<file path="config.mk">
export PLATFORM = sky130hd
export DESIGN_NAME = mem_router
export DESIGN_NICKNAME = d
export VERILOG_FILES = /design/src/rtl/mem_router.sv
export SDC_FILE = /design/constraint.sdc
export NUM_CORES = 1
export LEC_CHECK = 0
export ABC_AREA = 1
export CORE_ASPECT_RATIO = 2
export CORE_MARGIN = 1
export CORE_UTILIZATION = 41
export CTS_BUF_LIST = sky130_fd_sc_hd__clkbuf_16
export DETAILED_ROUTE_END_ITERATION = 7
export PLACE_DENSITY_LB_ADDON = 0.25
export SLEW_MARGIN = 20
export SYNTH_ARGS = -nofsm -noshare
export SYNTH_HDL_FRONTEND = slang
export SYNTH_SLANG_ARGS = --single-unit
export TNS_END_PERCENT = 50
</file>
<file path="constraint.sdc">
create_clock -name clk -period 4.7 [get_ports clk]
set_input_delay 0.94 -clock clk [delete_from_list [all_inputs] [get_ports clk]]
set_output_delay 0.94 -clock clk [all_outputs]
set_load 0.02 [all_outputs]
</file>
<file path="src/rtl/mem_router.sv">
// Address-decoding router: one master request is steered to one of N_REGIONS
// slave ports, with a per-access timeout and a single-cycle response strobe.
module mem_router #(
    parameter int ADDR_WIDTH = 32,
    parameter int DATA_WIDTH = 32,
    parameter int N_REGIONS  = 2,
    parameter logic [N_REGIONS*ADDR_WIDTH-1:0] REGION_BASE = {32'h0010_0000, 32'h0000_0000},
    parameter logic [N_REGIONS*ADDR_WIDTH-1:0] REGION_SIZE = {32'h0010_0000, 32'h0010_0000},
    parameter int TIMEOUT    = 15
) (
    input  logic                            clk,
    input  logic                            rst,
    input  logic                            req_valid,
    output logic                            req_ready,
    input  logic                            req_we,
    input  logic [ADDR_WIDTH-1:0]           req_addr,
    input  logic [DATA_WIDTH-1:0]           req_wdata,
    output logic                            rsp_valid,
    output logic [DATA_WIDTH-1:0]           rsp_rdata,
    output logic                            rsp_err,
    output logic [N_REGIONS-1:0]            s_sel,
    output logic                            s_we,
    output logic [ADDR_WIDTH-1:0]           s_addr,
    output logic [DATA_WIDTH-1:0]           s_wdata,
    input  logic [N_REGIONS-1:0]            s_ack,
    input  logic [N_REGIONS*DATA_WIDTH-1:0] s_rdata
);

    localparam int IDX_W = (N_REGIONS > 1) ? $clog2(N_REGIONS) : 1;
    localparam int CNT_W = (TIMEOUT > 1) ? $clog2(TIMEOUT) : 1;

    typedef enum logic [1:0] {
        S_IDLE   = 2'd0,
        S_ACCESS = 2'd1,
        S_RESP   = 2'd2
    } state_t;

    state_t                  r_state, w_state_nxt;
    logic [CNT_W-1:0]        r_cnt, w_cnt_nxt;
    logic [N_REGIONS-1:0]    r_sel, w_sel_nxt;
    logic                    r_we, w_we_nxt;
    logic [ADDR_WIDTH-1:0]   r_addr, w_addr_nxt;
    logic [DATA_WIDTH-1:0]   r_wdata, w_wdata_nxt;
    logic [DATA_WIDTH-1:0]   r_rdata, w_rdata_nxt;
    logic                    r_err, w_err_nxt;
    logic                    r_rsp_valid;
    logic                    r_ready;

    logic [N_REGIONS-1:0]    w_hit;
    logic [IDX_W-1:0]        w_idx;
    logic                    w_hit_any;
    logic [N_REGIONS-1:0]    w_sel_dec;
    logic [ADDR_WIDTH-1:0]   w_off;
    logic                    w_ack;
    logic [DATA_WIDTH-1:0]   w_sel_rdata;

    // Region hit test; the end address carries one extra bit so a region touching the top decodes.
    always_comb begin
        w_hit = '0;
        for (int i = 0; i < N_REGIONS; i++) begin
            w_hit[i] = ({1'b0, req_addr} >= {1'b0, REGION_BASE[i*ADDR_WIDTH +: ADDR_WIDTH]}) &&
                       ({1'b0, req_addr} < ({1'b0, REGION_BASE[i*ADDR_WIDTH +: ADDR_WIDTH]} +
                                            {1'b0, REGION_SIZE[i*ADDR_WIDTH +: ADDR_WIDTH]}));
        end
    end

    // Lowest-index priority among overlapping hits, plus region-relative offset.
    always_comb begin
        w_idx = '0;
        for (int i = N_REGIONS - 1; i >= 0; i--) begin
            w_idx = w_hit[i] ? IDX_W'(i) : w_idx;
        end
        w_hit_any = |w_hit;
        w_sel_dec = w_hit_any ? (N_REGIONS'(1) << w_idx) : '0;
        w_off     = w_hit_any ? (req_addr - REGION_BASE[w_idx*ADDR_WIDTH +: ADDR_WIDTH]) : req_addr;
    end

    // Ack and read data of the selected slave only.
    always_comb begin
        w_ack       = |(s_ack & r_sel);
        w_sel_rdata = '0;
        for (int i = 0; i < N_REGIONS; i++) begin
            w_sel_rdata = w_sel_rdata | ({DATA_WIDTH{r_sel[i]}} & s_rdata[i*DATA_WIDTH +: DATA_WIDTH]);
        end
    end

    // Next-state and next-register logic of the transaction FSM.
    always_comb begin
        w_state_nxt = r_state;
        w_cnt_nxt   = r_cnt;
        w_sel_nxt   = r_sel;
        w_we_nxt    = r_we;
        w_addr_nxt  = r_addr;
        w_wdata_nxt = r_wdata;
        w_rdata_nxt = r_rdata;
        w_err_nxt   = r_err;
        case (r_state)
            S_IDLE: begin
                if (req_valid) begin
                    w_we_nxt    = req_we;
                    w_addr_nxt  = w_off;
                    w_wdata_nxt = req_wdata;
                    w_cnt_nxt   = '0;
                    if (w_hit_any) begin
                        w_sel_nxt   = w_sel_dec;
                        w_state_nxt = S_ACCESS;
                    end else begin
                        w_sel_nxt   = '0;
                        w_rdata_nxt = '0;
                        w_err_nxt   = 1'b1;
                        w_state_nxt = S_RESP;
                    end
                end else begin
                    w_state_nxt = S_IDLE;
                end
            end
            S_ACCESS: begin
                if (w_ack) begin
                    w_rdata_nxt = r_we ? '0 : w_sel_rdata;
                    w_err_nxt   = 1'b0;
                    w_sel_nxt   = '0;
                    w_cnt_nxt   = '0;
                    w_state_nxt = S_RESP;
                end else if (r_cnt == CNT_W'(TIMEOUT - 1)) begin
                    w_rdata_nxt = '0;
                    w_err_nxt   = 1'b1;
                    w_sel_nxt   = '0;
                    w_cnt_nxt   = '0;
                    w_state_nxt = S_RESP;
                end else begin
                    w_cnt_nxt   = r_cnt + CNT_W'(1);
                end
            end
            S_RESP: begin
                w_state_nxt = S_IDLE;
            end
            default: begin
                w_sel_nxt   = '0;
                w_cnt_nxt   = '0;
                w_state_nxt = S_IDLE;
            end
        endcase
    end

    // State and output registers.
    always_ff @(posedge clk or posedge rst) begin
        if (rst) begin
            r_state     <= S_IDLE;
            r_cnt       <= '0;
            r_sel       <= '0;
            r_we        <= 1'b0;
            r_addr      <= '0;
            r_wdata     <= '0;
            r_rdata     <= '0;
            r_err       <= 1'b0;
            r_rsp_valid <= 1'b0;
            r_ready     <= 1'b1;
        end else begin
            r_state     <= w_state_nxt;
            r_cnt       <= w_cnt_nxt;
            r_sel       <= w_sel_nxt;
            r_we        <= w_we_nxt;
            r_addr      <= w_addr_nxt;
            r_wdata     <= w_wdata_nxt;
            r_rdata     <= w_rdata_nxt;
            r_err       <= w_err_nxt;
            r_rsp_valid <= (w_state_nxt == S_RESP);
            r_ready     <= (w_state_nxt == S_IDLE);
        end
    end

    assign req_ready = r_ready;
    assign rsp_valid = r_rsp_valid;
    assign rsp_rdata = r_rdata;
    assign rsp_err   = r_err;
    assign s_sel     = r_sel;
    assign s_we      = r_we;
    assign s_addr    = r_addr;
    assign s_wdata   = r_wdata;

endmodule

</file>
Word-level counts from Yosys, hierarchy flattened
Index checks and enable logic that the tools add are counted.
Widths: inputs -> output; s select.
{ "op_classes": {"addsub": 2, "n_mul": 0, "div_mod_pow": 0, "order_cmp": 3, "eq_ne": 7, "shift": 2, "mux": 28, "bitwise": 5, "n_reduce_logical": 10} }
{ "ops": {"columns": ["op", "n"], "rows": [
  ["$mux 32", 6],
  ["$and 32x32->32", 2],
  ["$pmux 32 s2", 1],
  ["$shiftx 64x7->32 const A", 1],
  ["$ge 32x21->1 const B", 1],
  ["$lt 32x21->1 const B", 1],
  ["$lt 32x22->1 const B", 1],
  ["$or 32x32->32", 1],
  ["$sub 32x32->32", 1],
  ["$mux 2", 8],
  ["$mux 4", 3],
  ["$pmux 4 s3", 1],
  ["$mux 1", 6],
  ["$pmux 2 s3", 1],
  ["$add 4x1->4 const B", 1],
  ["$eq 2x2->1 const B", 2],
  ["$eq 4x4->1 const B", 1],
  ["$logic_not 2->1", 2],
  ["$ne 2x2->1 const B", 2],
  ["$pmux 2 s2", 1],
  ["$reduce_and 2->1", 2],
  ["$reduce_and 4->1", 1],
  ["$reduce_or 2->1", 2],
  ["$ne 3x3->1 const B", 1],
  ["8 further kinds", 8]
]} }
{ "totals": {"register_bits": 108, "latch_bits": 0, "mem_bits_rw": 0, "romBits": 0, "in_bits": 134, "output_inout_bits": 102, "elab_cells": 67, "n_memories": 0} }

Logic depth before layout (Yosys ltp)
{ "logic_depth": {"depth_word": 8, "depth_mapped": 11, "ltp_nobuf": 10} }

Worst setup path before layout
No wires, ideal clock.
{ "synth_timing": {"path_type": "input -> register", "from": "input port req_addr[28]", "to": "register r_addr[21] (netlist: s_addr[21])", "setup_ps": 66, "arrival_ps": 2165, "t_required_ps": 4634, "slack_ps": 2469, "stages": 11, "path_buffers": 1, "cell_sequence": "nor2_1 nand2_1 nor2_4 nand2_1 ha_1 nor2_1 nand3_2 buf_2 nand2_1 nand2_1 nand2_1"} }
{ "synth_via": {"elab_chain_len": 7, "elab_cells_between_ends": 10, "classes_between": "add/sub (1); order compare (3); shift (1); mux (3); reduce/logical (2)"} }
{ "synth_rtl": {"columns": ["item", "line", "rtl"], "rows": [
  ["start, declared", "16", "input logic [ADDR_WIDTH-1:0] req_addr,"],
  ["$ge 32x21->1 / $lt 32x22->1 (equally long branches)", "61, 62", null],
  ["$logic_and 1x1->1", "61", "w_hit[i] = ({1'b0, req_addr} >= {1'b0, REGION_BASE[i*ADDR_WIDTH +: ADDR_WIDTH]}) &&"],
  ["$mux 1 (2 in series)", "71", "w_idx = w_hit[i] ? IDX_W'(i) : w_idx;"],
  ["$shiftx 64x7->32", "75", "w_off = w_hit_any ? (req_addr - REGION_BASE[w_idx*ADDR_WIDTH +: ADDR_WIDTH]) : req_addr;"],
  ["$sub 32x32->32", "75", null],
  ["$mux 32 (*)", "75", null],
  ["end signal, assigned", "163", "r_addr <= w_addr_nxt;"],
  ["end, declared", "42", "logic [ADDR_WIDTH-1:0] r_addr, w_addr_nxt;"]
]} }
Every way passes the cells marked *; elsewhere a longest branch is shown, timed or not.
A chain may end at the register's enable or synchronous reset.

Worst setup path after layout
{ "layout_timing": {"from": "input port req_addr[25]", "to": "register r_addr[30] (netlist: s_addr[30])"} }
The elaborated chain is that of the path after synthesis.

==> out/results.txt <==
Leak Pwr: 3.63 nW
worst-margin pin slew: 864 ps
n_diodes: 0
pwr/cell area: 301 nW/um^2
CTS tree: yes
final hold violation count: 0
Max-Cap Viols: 0
Max Freq: 392 MHz
Seq/Total Area, Yosys: 0.551
RSZ-0062 raised after global routing: no
vias in the first global route: 4542
commonest non-fill, non-tap cell in the layout: nand2_1
Post-Synthesis Cells: 550
postcts setup bufs: 0
crit path DAT: 2830 ps
I/O Buffers: 235
yosys warns: 0
period utilization: 0.542
layout cell share with drive strength beyond 1: 0.0672
CTS resizes: 0
largest net degree at the start of global routing: 68
Crit Path Class: input pin to flop
endpoints failing setup: 0
Die ar.: 12400 sq um
clock root cell: clkbuf_16
final wirelength: 13600 um
H-tree depth: 3
Overall Power: 0.00226 W
# rows: 56
most frequent cells in the layout: 279 x nand2_1, 235 x clkdlybuf4s50_1, 107 x dfrtp_1, 32 x a22o_1, 24 x nand3_1
I/O Pins: 236
nets: 906
total grt overflow: 0
DRC viols: 0
Die Width: 79.4 um
clk_lat worst skew: 340 ps
maximum fanout along the worst path: 11
fin util: 0.642
Post-Syn Area: 4910 sq um
Placer Congestion: 0.789
Crit. End Element: flop
Distinct cells, synth: 33
global-route wire length before repair: 21500 um
Mean Syn Cell Area: 8.93 sq um
Worst slew margin: 0.422
Fillers: 1003
clk buf depth: 2
Max IR drop VDD: 248 uV
routed vias/inst: 4.85
GRT Total Usage: 0.225
Setup TNS Final: 0 ps
DRT antenna net count: 0
hold_buf cts: 0
drt wl/cell: 14.8 um
clock skew: 9.20 ps
Final HPWL DP: 10100 um
total core area: 11700 sq um
antenna violations before repair: 0
TritonRoute pass-1 iters: 5
drt initial violations: 145
Sink Count: 108
number of synthesized register bits: 108
chip height: 157 um
via count: 4456
Clock transition at path regs: 70 ps
Slew Viols, Final: 0
startpoint types: input pin
classification of the worst-slack hold path: flop to flop
TritonCTS Buffers: 9
Layout area overhead: 53.1%
syn_nets: 687
status: complete, no violations
Starting Density: 0.420
fin crit period: 2550 ps
Place WS: 1790 ps
post-route setup slack: 2150 ps
WP data required: 4980 ps
==> worst paths after layout <==
check | endpoint | from | slack [ps] | depth (start not counted)
max | s_addr[30]$_DFFE_PP0P_ | req_addr[25] | 2150 | 11
min | s_wdata[9]$_DFFE_PP0P_ | s_wdata[9]$_DFFE_PP0P_ | 480 | 2
max reg2reg | rsp_rdata[18]$_DFFE_PP0P_ | s_sel[1]$_DFFE_PP0P_ | 2710 | 6
min reg2reg | s_wdata[9]$_DFFE_PP0P_ | s_wdata[9]$_DFFE_PP0P_ | 480 | 2
max in group asynchronous | rsp_rdata[22]$_DFFE_PP0P_ | rst | 2830 | 3
min in group asynchronous | s_wdata[15]$_DFFE_PP0P_ | rst | 960 | 2
==> metrics by stage <==
| step | cells | hold slack (ps) | instance area [sq um] |
|---|---|---|---|
| final | 919 | 478 | 7520 |
| after global routing | 919 | 494 | 7520 |
| after CTS | 919 | 484 | 7520 |
| after detailed placement | 903 | 465 | 7250 |
| after global placement | 903 | 463 | 7250 |
| after floorplan | 550 | 454 | 4910 |
==> routing by layer <==
metal / vias up / GRT usage / wire (um)
li1: 2184 / - / -
met1: 2046 / 0.246 / 5160
met2: 194 / 0.401 / 7010
met3: 32 / 0.0536 / 934
met4: 0 / 0.109 / 529
met5: - / 0 / 0
==> kinds of logic after synthesis <==
family                   Yosys count  synth area share
multiplexers                       1           0.00204
buffers and inverters             52            0.0639
XOR/XNOR                           2           0.00357
AND/OR/NAND/NOR                  343             0.305
AO/OA/AOI/OAI                     41            0.0675
flip-flops                       108             0.551
adder cells (fa/ha/maj)            3           0.00764
==> power by group <==
part | internal (W) | switching (W) | leakage (nW) | total [W]
clock network | 0.000357 | 0.000339 | 0.127 | 0.000696
logic | 0.000264 | 0.000255 | 2.11 | 0.000519
registers | 0.00101 | 0.0000442 | 1.39 | 0.00105
total | 0.00163 | 0.000638 | 3.63 | 0.00226
==> cell usage after synthesis <==
master,count,share of area
a21oi_1,1,0.0010
a22o_1,32,0.057
buf_12,2,0.0082
buf_2,11,0.011
buf_4,3,0.0046
buf_6,5,0.011
buf_8,1,0.0031
clkbuf_1,9,0.0069
clkbuf_8,1,0.0028
dfrtp_1,107,0.55
dfstp_2,1,0.0054
ha_1,3,0.0076
inv_1,18,0.014
inv_2,1,0.00076
inv_4,1,0.0013
mux2i_1,1,0.0020
nand2_1,279,0.21
nand2_2,3,0.0038
nand2_4,1,0.0023
nand2_8,1,0.0041
nand3_1,24,0.024
nand3_2,19,0.039
nand4_1,2,0.0025
nor2_1,8,0.0061
nor2_2,3,0.0038
nor2_4,2,0.0046
nor3_1,1,0.0010
o21ai_0,2,0.0020
o21ai_1,2,0.0020
o21bai_1,1,0.0015
o22ai_1,3,0.0038
xnor2_1,1,0.0018
xor2_1,1,0.0018
==> layout make-up <==
class	count	area [sq um]	area share
sequential	108	2700	0.360
timing repair buffer	240	2390	0.318
multi-input combinational	390	1890	0.252
clock buffer	9	225	0.0300
tap	145	181	0.0241
inverter	20	80.1	0.0107
clock inverter	7	43.8	0.00583
==> state kept, by name, summed over array words and instances (netlist names) <==
signal     flops
s_wdata       32
rsp_valid      1
s_addr        32
rsp_err        1
s_we           1
r_cnt          4
req_ready      1
rsp_rdata     32
s_sel          2
r_state        2
==> worst max-delay path, stage by stage <==
cell             delay [ps]
clkdlybuf4s50_1         430
nor2_1                  110
nand2_1                 120
nor2_4                  220
nand2_1                  90
ha_1                    300
nor2_1                  140
nand3_2                 220
nand2_1                 120
nand2_1                  50
nand2_1                  90
Power figures use the tool's default switching activity.
